--- src/rtl/mem_port_arbiter.sv ---
// Arbiter that shares the memory port between instruction fetch and MEM-stage data access.
// Data has priority; a streak counter bounds consecutive data grants while a fetch is waiting.
module mem_port_arbiter #(
  parameter int AW          = 32,
  parameter int DW          = 32,
  parameter int MAX_D_BURST = 4
) (
  input  logic          clk,
  input  logic          rst_n,
  input  logic          if_req,
  input  logic [AW-1:0] if_addr,
  output logic          if_ack,
  output logic [DW-1:0] if_rdata,
  input  logic          d_req,
  input  logic          d_we,
  input  logic [3:0]    d_be,
  input  logic [AW-1:0] d_addr,
  input  logic [DW-1:0] d_wdata,
  output logic          d_ack,
  output logic [DW-1:0] d_rdata,
  output logic          m_req,
  output logic          m_we,
  output logic [3:0]    m_be,
  output logic [AW-1:0] m_addr,
  output logic [DW-1:0] m_wdata,
  input  logic          m_ready,
  input  logic [DW-1:0] m_rdata,
  output logic          sel,
  output logic          busy
);

  localparam int SW = $clog2(MAX_D_BURST + 1);
  localparam logic [SW-1:0] STREAK_MAX = SW'(MAX_D_BURST);

  typedef enum logic [1:0] {
    IDLE    = 2'd0,
    GRANT_I = 2'd1,
    GRANT_D = 2'd2,
    RESP    = 2'd3
  } state_t;

  state_t        state_q, state_d;
  logic [SW-1:0] streak_q;
  logic          grant_i, grant_d;
  logic          done_i, done_d;

  function automatic logic [SW-1:0] streak_sat_inc(input logic [SW-1:0] v);
    if (v >= STREAK_MAX) return STREAK_MAX;
    return v + 1'b1;
  endfunction

  always_comb begin
    state_d = state_q;
    grant_i = 1'b0;
    grant_d = 1'b0;
    done_i  = 1'b0;
    done_d  = 1'b0;
    case (state_q)
      IDLE: begin
        // A fetch that has waited out a full data streak wins even against a data request.
        if (d_req && if_req && (streak_q == STREAK_MAX)) begin
          grant_i = 1'b1;
          state_d = GRANT_I;
        end else if (d_req) begin
          grant_d = 1'b1;
          state_d = GRANT_D;
        end else if (if_req) begin
          grant_i = 1'b1;
          state_d = GRANT_I;
        end
      end
      GRANT_I: begin
        if (m_ready) begin
          done_i  = 1'b1;
          state_d = RESP;
        end
      end
      GRANT_D: begin
        if (m_ready) begin
          done_d  = 1'b1;
          state_d = RESP;
        end
      end
      RESP: state_d = IDLE;
      default: state_d = IDLE;
    endcase
  end

  always_ff @(posedge clk or negedge rst_n) begin
    if (!rst_n) begin
      state_q  <= IDLE;
      streak_q <= '0;
      m_req    <= 1'b0;
      m_we     <= 1'b0;
      m_be     <= 4'h0;
      m_addr   <= '0;
      m_wdata  <= '0;
      if_ack   <= 1'b0;
      d_ack    <= 1'b0;
      if_rdata <= '0;
      d_rdata  <= '0;
      sel      <= 1'b0;
      busy     <= 1'b0;
    end else begin
      state_q <= state_d;
      m_req   <= (state_d == GRANT_I) || (state_d == GRANT_D);
      busy    <= (state_d != IDLE);
      if_ack  <= done_i;
      d_ack   <= done_d;

      if (grant_i) begin
        m_addr   <= if_addr;
        m_we     <= 1'b0;
        m_be     <= 4'hF;
        m_wdata  <= '0;
        sel      <= 1'b0;
        streak_q <= '0;
      end
      if (grant_d) begin
        m_addr  <= d_addr;
        m_we    <= d_we;
        m_be    <= d_be;
        m_wdata <= d_wdata;
        sel     <= 1'b1;
        if (if_req) streak_q <= streak_sat_inc(streak_q);
      end

      // Read data is captured in the completion cycle; stores leave d_rdata untouched.
      if (done_i) if_rdata <= m_rdata;
      if (done_d && !m_we) d_rdata <= m_rdata;
    end
  end

endmodule

--- config.mk ---
export PLATFORM = sky130hd
export DESIGN_NAME = mem_port_arbiter
export DESIGN_NICKNAME = d
export VERILOG_FILES = /design/src/rtl/mem_port_arbiter.sv
export SDC_FILE = /design/constraint.sdc
export NUM_CORES = 1
export LEC_CHECK = 0
export CAP_MARGIN = 5
export CORE_MARGIN = 2
export CORE_UTILIZATION = 38
export CTS_CLUSTER_SIZE = 16
export DETAILED_ROUTE_END_ITERATION = 10
export GPL_TIMING_DRIVEN = 0
export MAX_ROUTING_LAYER = met4
export PLACE_DENSITY = 0.76
export SLEW_MARGIN = 20
export SYNTH_ARGS = -nofsm -noshare
export SYNTH_HDL_FRONTEND = slang
export SYNTH_SLANG_ARGS = --single-unit
export TNS_END_PERCENT = 10
--- constraint.sdc ---
create_clock -name clk -period 3.2 [get_ports clk]
set_input_delay 0.64 -clock clk [delete_from_list [all_inputs] [get_ports clk]]
set_output_delay 0.64 -clock clk [all_outputs]
set_load 0.005 [all_outputs]
Word-level counts from Yosys, hierarchy flattened:

Index checks and enable logic that the tools add are counted.
Widths: inputs -> output; s select.

* output and inout port bits: 138
* flip-flop bits (word level): 143
* bits of input ports: 138
* logic and storage cells: 62

* magnitude comparators: 1
* $add $sub $neg: 1
* equality and inequality tests: 6
* reductions and logical operators: 9
* multiplexer cells: 32

Operators with widths (count)
* $mux 32: 4
* $mux 1: 16
* $mux 3: 5
* $mux 2: 4
* $mux 4: 2
* $eq 2x2->1 const B: 3
* $pmux 2 s3: 1
* $eq 2x1->1 const B: 2
* $reduce_bool 2->1: 2
* $add 3x1->3 const B: 1
* $eq 3x3->1 const B: 1
* $ge 3x3->1 const B: 1
* $logic_and 1x1->1: 3
* $logic_not 2->1: 1
* $reduce_or 2->1: 1
* $logic_not 1->1: 1
* $logic_or 1x1->1: 1

Longest topological paths before layout:

* depth in word-level cells: 8
* gate-level depth with buffers: 8
* gate-level depth less buffers: 7

Worst setup path after synthesis:

Ideal clock, no wire load.

* kind: input port to flip-flop
* start: input m_ready
* end: register d_rdata[11]
* setup slack: 1536 ps
* setup time: 125 ps
* arrival time: 1539 ps
* stages on the path: 5
* data required time: 3075 ps
* cells stage by stage: and2_1 nand2b_1 clkbuf_1 buf_4 mux2_2

* longest elaborated chain between the ends: 3

Ends and longest elaborated chain
* from (decl): RTL line 26 `input logic m_ready,`
* $mux 1: RTL line 79 `if (m_ready) begin`
* $mux 1: RTL line 58 `case (state_q)`
* $logic_and 1x1->1: RTL line 130 `if (done_d && !m_we) d_rdata <= m_rdata;`
* to (signal assigned): RTL line 130
* to (decl): RTL line 20 `output logic [DW-1:0] d_rdata,`

Every way passes these cells.
A chain may end at the register's enable or synchronous reset.

Worst setup path in the final report:

* start: input if_req
* end: register m_addr[3]

* longest elaborated chain between the ends: 5
* elaborated cells between the ends (all ways): 10
* those cells by class: mux: 7; reduce/logical: 3

Ends and longest elaborated chain
* from (decl): RTL line 10 `input logic if_req,`
* $mux 1 / $logic_and 1x1->1 (equally long branches): RTL line 67, 61
* $mux 1 / $logic_and 1x1->1 (equally long branches): RTL line 64, 61
* $mux 1: RTL line 61 `if (d_req && if_req && (streak_q == STREAK_MAX)) begin`
* $mux 1: RTL line 58
* $reduce_bool 2->1 (no source line) / $mux 32 (equally long branches)
* to (signal assigned): RTL line 112 `m_addr <= if_addr;`
* to (signal assigned): RTL line 120 `m_addr <= d_addr;`
* to (decl): RTL line 24 `output logic [AW-1:0] m_addr,`

Several ways; a longest one is shown, not always the timed one.

==> Implementation_results.wiki <==
{| class="wikitable"
! Metric !! Value
|-
| Status || complete, no violations
|-
| Number of global-route vias before repair || 5174
|-
| Die height || 127 µm
|-
| Worst Path Arrival || roughly 2300 ps
|-
| Number of cells produced by synthesis || approximately 450
|-
| Seq/Total Area, Yosys || 0.617
|-
| Synthesized area per cell || 13.0 µm²
|-
| Top cells by instance count after synthesis || sky130_fd_sc_hd__dfrtp_1 (143), sky130_fd_sc_hd__mux2_2 (65), sky130_fd_sc_hd__o211ai_1 (64)
|-
| 1st-pass router iterations || 5
|-
| Fraction of post-synthesis cell area in the top cell type by area || 0.617
|-
| Number of hold-repair buffers added at the cts stage || 0
|-
| Count of buffers from port buffering || around 270
|-
| RSZ-0062 raised after global routing || no
|-
| Library cell with the largest summed area after synthesis || sky130_fd_sc_hd__dfrtp_1
|-
| Number of H-tree branching levels || 4
|-
| Final hold vios || 0
|-
| Ys async rst share || 1.00
|-
| Total via count in the routed design || ~4700
|-
| Gr ovfl total || 0
|-
| Cell with the most instances after synthesis || sky130_fd_sc_hd__dfrtp_1
|-
| Wire length of the first global-routing pass || between 20000 and 30000 µm
|-
| Number of diodes added for antenna fixing || 0
|-
| Number of synthesized flops with an enable pin || 0
|-
| F_max || around 500 MHz
|-
| Largest driver fanout on the critical path || 10
|-
| NumNets Final || just under 900
|-
| Hpwl dp || 11900 µm
|-
| Synth top area cells || sky130_fd_sc_hd__dfrtp_1 (62%), sky130_fd_sc_hd__mux2_2 (13%), sky130_fd_sc_hd__o211ai_1 (8.3%), sky130_fd_sc_hd__a22o_1 (5.1%), sky130_fd_sc_hd__inv_1 (2.5%)
|-
| Static leakage || 4.11 nW
|-
| CTS Buf Count || 17
|-
| Worst-Skew Late Latency || between 400 and 500 ps
|-
| Die width || approximately 130 µm
|-
| Total of fill cells in the finished design || roughly 1200
|-
| Most frequently used flop master after synthesis || sky130_fd_sc_hd__dfrtp_1
|-
| Total of warnings raised by yosys || 0
|-
| Clock transition at the registers of the reported paths || ~60 ps
|-
| Number of antenna-violating nets in the routed design || 0
|-
| IO Count || roughly 280
|-
| Overall fraction of global-route tracks in use || 0.206
|-
| Synthesized flop and latch total || between 100 and 150
|-
| Post-synth design cell area || just under 0.006 mm²
|-
| Final Core Density || 0.627
|-
| Period utilisation layout || 0.627
|-
| Routed WL || between 15000 and 20000 µm
|-
| Number of remaining DRC errors || 0
|-
| Max Slew Vio Count || 0
|-
| IR drop worst, VDD || about 0.38 mV
|-
| Post-CTS Resized || 0
|-
| Share of final-layout standard cells stronger than drive strength 1 || 0.169
|-
| Unique cell type count in the Yosys netlist || 28
|-
| Largest net degree at the start of global routing || around 100
|-
| Layout-stage area growth over the synthesis result || 62.7%
|-
| Kind of start point of the critical path || input pin
|-
| Synth Net Count || approximately 590
|-
| Maximum clock insertion buffer count || 2
|-
| Slew Limit Headroom || 0.645
|-
| Sink Count || roughly 140
|-
| Number of setup buffers added after CTS || 0
|-
| End of the worst register-to-register path || m_addr[1]
|-
| Classification of the worst setup path || input pin to flip-flop
|-
| Summed area of non-filler cells in the final layout || approximately 0.0094 mm²
|-
| Total of max-cap violations || 0
|-
| Routed WL per cell || approximately 17 µm
|-
| Site Rows || 45
|-
| Slew of the pin with the lowest slew margin || 531 ps
|-
| Total die area || ~0.016 mm²
|-
| Initial antenna violation count || 0
|-
| Design Power || approximately 9.1 mW
|-
| Post-place instance area || ~0.0088 mm²
|-
| Cells on worst reg2reg path || 7
|-
| Area of the core || 0.0150 mm²
|-
| Worst clock skew on the final layout || around 10 ps
|-
| CTS tree || built
|-
| Starting DRT DRC Count || between 150 and 200
|-
| Worst r2r src || state_q[1]
|-
| Final setup violation count || 0
|-
| Setup_tns || 0 ps
|-
| Power density normalized to cell area || about 970 mW/mm²
|-
| Element type at the critical path end || flip-flop
|-
| Average vias per placed instance || 5.04
|-
| Shortest period the worst path allows || about 2000 ps
|-
| Path class of the lowest-slack min-delay path || input pin to async pin
|-
| Internal reg-to-reg setup slack || between 1000 and 1500 ps
|-
| Final weighted congestion in routability-driven placement || 0.798
|-
| Root Buffer Master || sky130_fd_sc_hd__clkbuf_16
|-
| Required arrival time at the worst endpoint || 3470 ps
|-
| Initial Utilization || 0.386
|}
## where the power goes
group	internal, mW	switching, mW	total, mW
Clock	1.32	0.722	2.05
Sequential	2.69	0.477	3.17
Combinational	2.45	1.44	3.89
Total	6.47	2.64	9.10
## flip-flops by register name, indices dropped and copies added, names as in the netlist
register / cells
state_q: 2
if_ack: 1
if_rdata: 32
d_rdata: 32
busy: 1
m_wdata: 32
m_be: 4
sel: 1
streak_q: 3
m_addr: 32
m_req: 1
d_ack: 1
m_we: 1
## cell type report
| type | instances | area, µm² | share of cell area |
|---|---|---|---|
| Buffer | 33 | 171 | 0.0182 |
| Clock buffer | 22 | 494 | 0.0524 |
| Clock inverter | 9 | 131 | 0.0139 |
| Inverter | 38 | 143 | 0.0151 |
| Multi-Input combinational cell | 231 | 1900 | 0.202 |
| Sequential cell | 143 | 3580 | 0.379 |
| Tap cell | 188 | 235 | 0.0249 |
| Timing Repair Buffer | 275 | 2780 | 0.294 |
## cells by family after synthesis
logic type | after synthesis | share of synthesized area
compound gates | 111 | 0.151
flops | 143 | 0.617
buf+inv | 71 | 0.0542
mux | 67 | 0.130
simple gates | 47 | 0.0345
fa+ha+maj | 6 | 0.0130
## layer usage
metal / up-vias / GRT usage / wire, µm
li1: 2181 / - / -
met1: 2337 / 0.243 / 6560
met2: 184 / 0.344 / 8230
met3: 26 / 0.0444 / 905
met4: 0 / 0.0866 / 365
met5: - / - / 0
## critical path, cell delays in order
cell and delay, ps:
sky130_fd_sc_hd__clkdlybuf4s50_1 610, sky130_fd_sc_hd__nand3_1 170, sky130_fd_sc_hd__nand3_1 410, sky130_fd_sc_hd__buf_2 330, sky130_fd_sc_hd__o211ai_1 110
## per-stage QoR
stage / cells / hold slack (ps) / setup WS (ps)
5_1_grt: 939 / 135 / 1070
3_3_place_gp: 907 / 460 / -4010
4_1_cts: 939 / 114 / 1190
6_report: 939 / 111 / 1190
2_1_floorplan: 445 / 344 / 1540
3_5_place_dp: 908 / 477 / 751
## cell usage in the layout, fill, tap and decap left out, types with 4 or more instances in the layout
cell,count
sky130_fd_sc_hd__a22o_1,34
sky130_fd_sc_hd__clkbuf_16,17
sky130_fd_sc_hd__clkbuf_8,5
sky130_fd_sc_hd__o211ai_1,64
sky130_fd_sc_hd__nand2_1,38
sky130_fd_sc_hd__clkdlybuf4s50_1,273
sky130_fd_sc_hd__buf_2,20
sky130_fd_sc_hd__clkbuf_1,7
sky130_fd_sc_hd__mux2_2,65
sky130_fd_sc_hd__o22a_1,4
sky130_fd_sc_hd__ha_1,6
sky130_fd_sc_hd__dfrtp_1,143
sky130_fd_sc_hd__buf_4,6
sky130_fd_sc_hd__inv_1,38
## worst max-delay path by stage
stage	from	to	slack [ps]	cells past startpoint
2_1_floorplan	m_ready	d_rdata[11]	1540	5
3_3_place_gp	rst_n	d_rdata[16]	-4010	1
3_5_place_dp	if_req	m_addr[27]	750	5
4_1_cts	m_we	m_we	1190	1
5_1_grt	if_req	m_addr[11]	1070	5
6_report	if_req	m_addr[3]	1190	5
Note: power is estimated with default switching activity, not from simulation.
==> edit 1, RTL diff (same settings) <==
Re-encode `state_t` (4 states) as one-hot, 4 bits wide.
--- a/src/rtl/mem_port_arbiter.sv
+++ b/src/rtl/mem_port_arbiter.sv
@@ -33,9 +33,9 @@
   localparam logic [SW-1:0] STREAK_MAX = SW'(MAX_D_BURST);
 
-  typedef enum logic [1:0] {
-    IDLE    = 2'd0,
-    GRANT_I = 2'd1,
-    GRANT_D = 2'd2,
-    RESP    = 2'd3
+  typedef enum logic [3:0] {
+    IDLE    = 4'b0001,
+    GRANT_I = 4'b0010,
+    GRANT_D = 4'b0100,
+    RESP    = 4'b1000
   } state_t;
 
Formal check against the unedited RTL: same outputs for any inputs over 4 cycles, from zero or initial values and one cycle with rst_n low; so few cycles prove little.
==> edit 1 against the unedited design <==
- design area increased by 1.4%
- total power grew 0.46%
- setup slack worse by 0.24 ns
- utilization up 0.18 points
- clock power increased by 2%
- hold slack improved by 0.059 ns
- sequential cell count up 2
- area after synthesis increased by 2.3%
- routed wire length up 2.9%
==> edit 1: results (changes against the unedited design) <==
Status
  • Outcome: finished, final reports clean (unchanged)

Detailed routing
  • Drt first pass iters: 4 (was 5)
  • Vias/cell: 5.21 (was 5.04)
  • Drt initial violations: 225 (was 167)
  • Routed vias: 4584 (was 4728)
  • Final wirelength: 16500 um (was 16100 um)

Yosys
  • Area contributors post-synth: dfrtp_1, mux2_4, mux2_2, o221a_2, a22o_1 (was dfrtp_1, mux2_2, o211ai_1, a22o_1, inv_1)
  • Most frequent cells after synthesis: dfrtp_1, mux2_2, a22o_1 (was dfrtp_1, mux2_2, o211ai_1)
  • Sequential-to-total area share from yosys stat: 0.612 (was 0.617)
  • Library cells used by synthesis: 36 (was 28)
  • Synth Instances: 385 (was 445)
  • Syn Nets: 525 (was 589)
  • Dominant synthesized flop cell: dfrtp_1 (unchanged)

Clocking
  • Deepest clock path buffer count: 2 (unchanged)
  • Worst-path clk slew: 0.06 ns (about the same)
  • Clock Root Buffer: clkbuf_16 (unchanged)

Global route
  • Largest net degree at the start of global routing: 79 (was 98)
  • GRT Resource Usage Total: 0.208 (was 0.206)
  • Vias in the first global route: 4874 (was 5174)
  • First-pass GRT wire length: 26000 um (was 25500 um)

Finish
  • Layout Nets: 819 (was 883)
  • Number of diodes: 0 (unchanged)
  • Share of layout cells above drive strength 1: 0.228 (was 0.169)

Placed design
  • DP Worst Slack: 0.487 ns (was 0.751 ns)
  • GP Congestion: 0.806 (was 0.798)
  • HPWL after detailed placement: 12200 um (was 11900 um)
  • Placed insts: 848 (was 908)
  • Buffers on Ports: 274 (unchanged)

Setup path
  • RR Endpoint: d_rdata[15] (was m_addr[1])
  • Worst r2r src: state_q[3] (was state_q[1])
  • CP peak stage delay: 0.51 ns (was 0.61 ns)
  • R2R cell count: 4 (was 7)
  • Flop2flop setup slack: 1.23 ns (was 1.26 ns)
  • Critical path fanouts, max: 10 (unchanged)

Timing
  • Layout Skew: 0.00794 ns (was 0.0104 ns)
  • Worst-Margin Slew: 0.598 ns (was 0.531 ns)
  • Hold Slack: 0.169 ns (was 0.111 ns)

Pwr
  • Static Leak: 0.00402 uW (was 0.00411 uW)
  • VDD IR-drop max: 430 uV (was 380 uV)
edit 1: cell count changes in the layout (fill, tap and decap cells not counted), moves of 6 or more:
cell and change:
o221a_2 +32, inv_1 -34, nand2_1 -36, buf_4 -6
nand4b_1 +32, mux2_4 +30, clkbuf_1 +6, o211ai_1 -64
mux2_2 -31
edit 1: layout make-up:
class | instances | area [sq um]
buffer | 33 | 195
clock buffer | 19 | 443
clock inverter | 13 | 184
fill | 1139 | 5640
inverter | 4 | 15.0
multi-input combinational | 203 | 2090
sequential | 145 | 3630
tap | 188 | 235
timing repair buffer | 275 | 2780
edit 1: where the power goes:
group          internal [uW]  switching, uW  leakage [uW]
Sequential              2680            513       0.00177
Combinational           2520           1330       0.00195
Clock                   1330            776      0.000300
edit 1: routing by layer:
metal | vias to the layer above | part of all wire | wire (um) | global-route usage
li1 | 2065 | - | - | -
met3 | 27 | 0.067 | 1100 | 0.0603
met4 | 0 | 0.020 | 326 | 0.0710
met1 | 2301 | 0.42 | 6910 | 0.250
met5 | - | 0 | 0 | -
met2 | 191 | 0.50 | 8190 | 0.337
edit 1: through the flow:
step                      instance area (sq um)  power (uW)
final                                      9570        9150
after global routing                       9570        9670
after CTS                                  9570        9230
after detailed placement                   8940        7070
after global placement                     8910        6950
after floorplan                            5930        4800
edit 1: worst max-delay path, delay by kind of cell:
| kind | cells | cell delay [ns] |
|---|---|---|
| muxes | 1 | 0.31 |
| buffers and inverters | 2 | 0.73 |
| and+or+nand+nor | 2 | 0.86 |
edit 1: how the worst max path moves through the flow:
stage / startpoint / to / slack [ns] / cells after the start
2_1_floorplan: m_ready / d_rdata[0] / 1.24 / 4
3_3_place_gp: rst_n / d_rdata[14] / -4.06 / 1
3_5_place_dp: m_ready / d_rdata[27] / 0.49 / 5
4_1_cts: m_ready / d_rdata[15] / 0.93 / 5
5_1_grt: m_ready / d_rdata[21] / 0.87 / 5
6_report: m_ready / d_rdata[15] / 0.95 / 5
edit 1: logic make-up (layout without fill, tap and decap cells):
| group | count (synthesis) | in the layout | synth area share |
|---|---|---|---|
| xor gates and xnor gates | 1 | 1 | 0.00148 |
| DFF | 145 | 145 | 0.612 |
| and+or+nand+nor | 56 | 56 | 0.0775 |
| AOI/OAI and AO/OA | 80 | 80 | 0.129 |
| muxes | 64 | 64 | 0.141 |
| adders and majority gates | 2 | 2 | 0.00422 |
| buffers and inverters | 37 | 344 | 0.0355 |
==> edit 2, RTL diff (same settings) <==
Without the edit above. Set the parameter `AW` to 64 (it was 32).
--- a/src/rtl/mem_port_arbiter.sv
+++ b/src/rtl/mem_port_arbiter.sv
@@ -2,5 +2,5 @@
 // Data has priority; a streak counter bounds consecutive data grants while a fetch is waiting.
 module mem_port_arbiter #(
-  parameter int AW          = 32,
+  parameter int AW          = 64,
   parameter int DW          = 32,
   parameter int MAX_D_BURST = 4
Interface: changed (resized d_addr, if_addr and m_addr); port bits go from 276 to 372. No check against the original RTL was run, so the function may have changed too.
==> edit 2 against the unedited design <==
- non-clock buffer count increased by 128
- design area increased by 30%
- routed wire length increased by 67%
- sequential cell count increased by 32
- hold slack improved by 0.082 ns
- total power increased by 26%
- synthesized cell count increased by 43%
- combinational power increased by 39%
- global-route usage increased by 5.3 points
- setup slack got worse by 0.058 ns
- sequential power increased by 22%
- clock power increased by 7%
- area after synthesis increased by 31%
- critical path type is now flip-flop to flip-flop
- die area increased by 30%
==> edit 2: results (changes against the unedited design) <==
Status
  • Outcome: finished, final reports clean (unchanged)

Placed design
  • DP Worst Slack: 0.977 ns (was 0.751 ns)
  • Placed insts: 1273 (was 908)
  • HPWL after detailed placement: 19900 um (was 11900 um)
  • Buffers on Ports: 369 (was 274)
  • GP Congestion: 0.839 (was 0.798)

Timing
  • Hold Slack: 0.192 ns (was 0.111 ns)
  • Period Utilization, post-route: 0.645 (was 0.627)

Global route
  • Initial antenna violation count: 1 (was 0)
  • Vias in the first global route: 7041 (was 5174)

Detailed routing
  • Drt initial violations: 370 (was 167)
  • DR DRC count: 0 (unchanged)
  • Final wirelength: 26800 um (was 16100 um)

Yosys
  • Most frequent cells after synthesis: dfrtp_1, a41oi_1, mux2_1 (was dfrtp_1, mux2_2, o211ai_1)
  • Area contributors post-synth: dfrtp_1, mux2_1, a41oi_1, a22o_1, a21oi_1 (was dfrtp_1, mux2_2, o211ai_1, a22o_1, inv_1)
  • Syn Nets: 846 (was 589)
  • Library cells used by synthesis: 36 (was 28)

Clocking
  • Clock latency on the worst-skew pair: 0.44 ns (was 0.41 ns)
  • Clock Root Buffer: clkbuf_16 (unchanged)
  • Worst-path clk slew: 0.08 ns (was 0.06 ns)

Setup path
  • Flop2flop setup slack: 1.14 ns (was 1.26 ns)
  • CP peak stage delay: 0.39 ns (was 0.61 ns)
  • RR Endpoint: m_req (was m_addr[1])
  • R2R cell count: 6 (was 7)
  • Slowest cell on the critical path: dfrtp_1 (was clkdlybuf4s50_1)

Finish
  • Share of layout cells above drive strength 1: 0.0885 (was 0.169)
  • Layout Nets: 1235 (was 883)

Pwr
  • PD cells: 934 nW/um^2 (was 965 nW/um^2)
  • Static Leak: 0.00499 uW (was 0.00411 uW)
  • VDD IR-drop max: 388 uV (was 380 uV)
  • Sw frac: 0.343 (was 0.290)
  • Sequential power: 3870 uW (was 3170 uW)
==> edit 2: final cells by class <==
cell class,instances,share of cell area
Antenna cell,1,0.000204
Timing Repair Buffer,370,0.303
Inverter,6,0.00183
Multi-Input combinational cell,391,0.229
Sequential cell,175,0.357
Clock buffer,17,0.0346
Clock inverter,15,0.0169
Buffer,66,0.0303
Tap cell,265,0.0270
==> edit 2: per-layer routing <==
layer / vias up / track usage / part of all wire
met5: - / - / 0
met4: 0 / 0.0824 / 0.021
met3: 37 / 0.0528 / 0.057
met2: 300 / 0.427 / 0.50
met1: 3353 / 0.322 / 0.42
li1: 3148 / - / -
==> edit 2: kinds of logic after synthesis <==
| logic type | count (synthesis) | share of synthesized area |
|---|---|---|
| adders and majority gates | 6 | 0.00990 |
| DFF | 175 | 0.577 |
| buffers and inverters | 72 | 0.0520 |
| muxes | 67 | 0.0993 |
| and+or+nand+nor | 79 | 0.0473 |
| AOI/OAI and AO/OA | 239 | 0.214 |
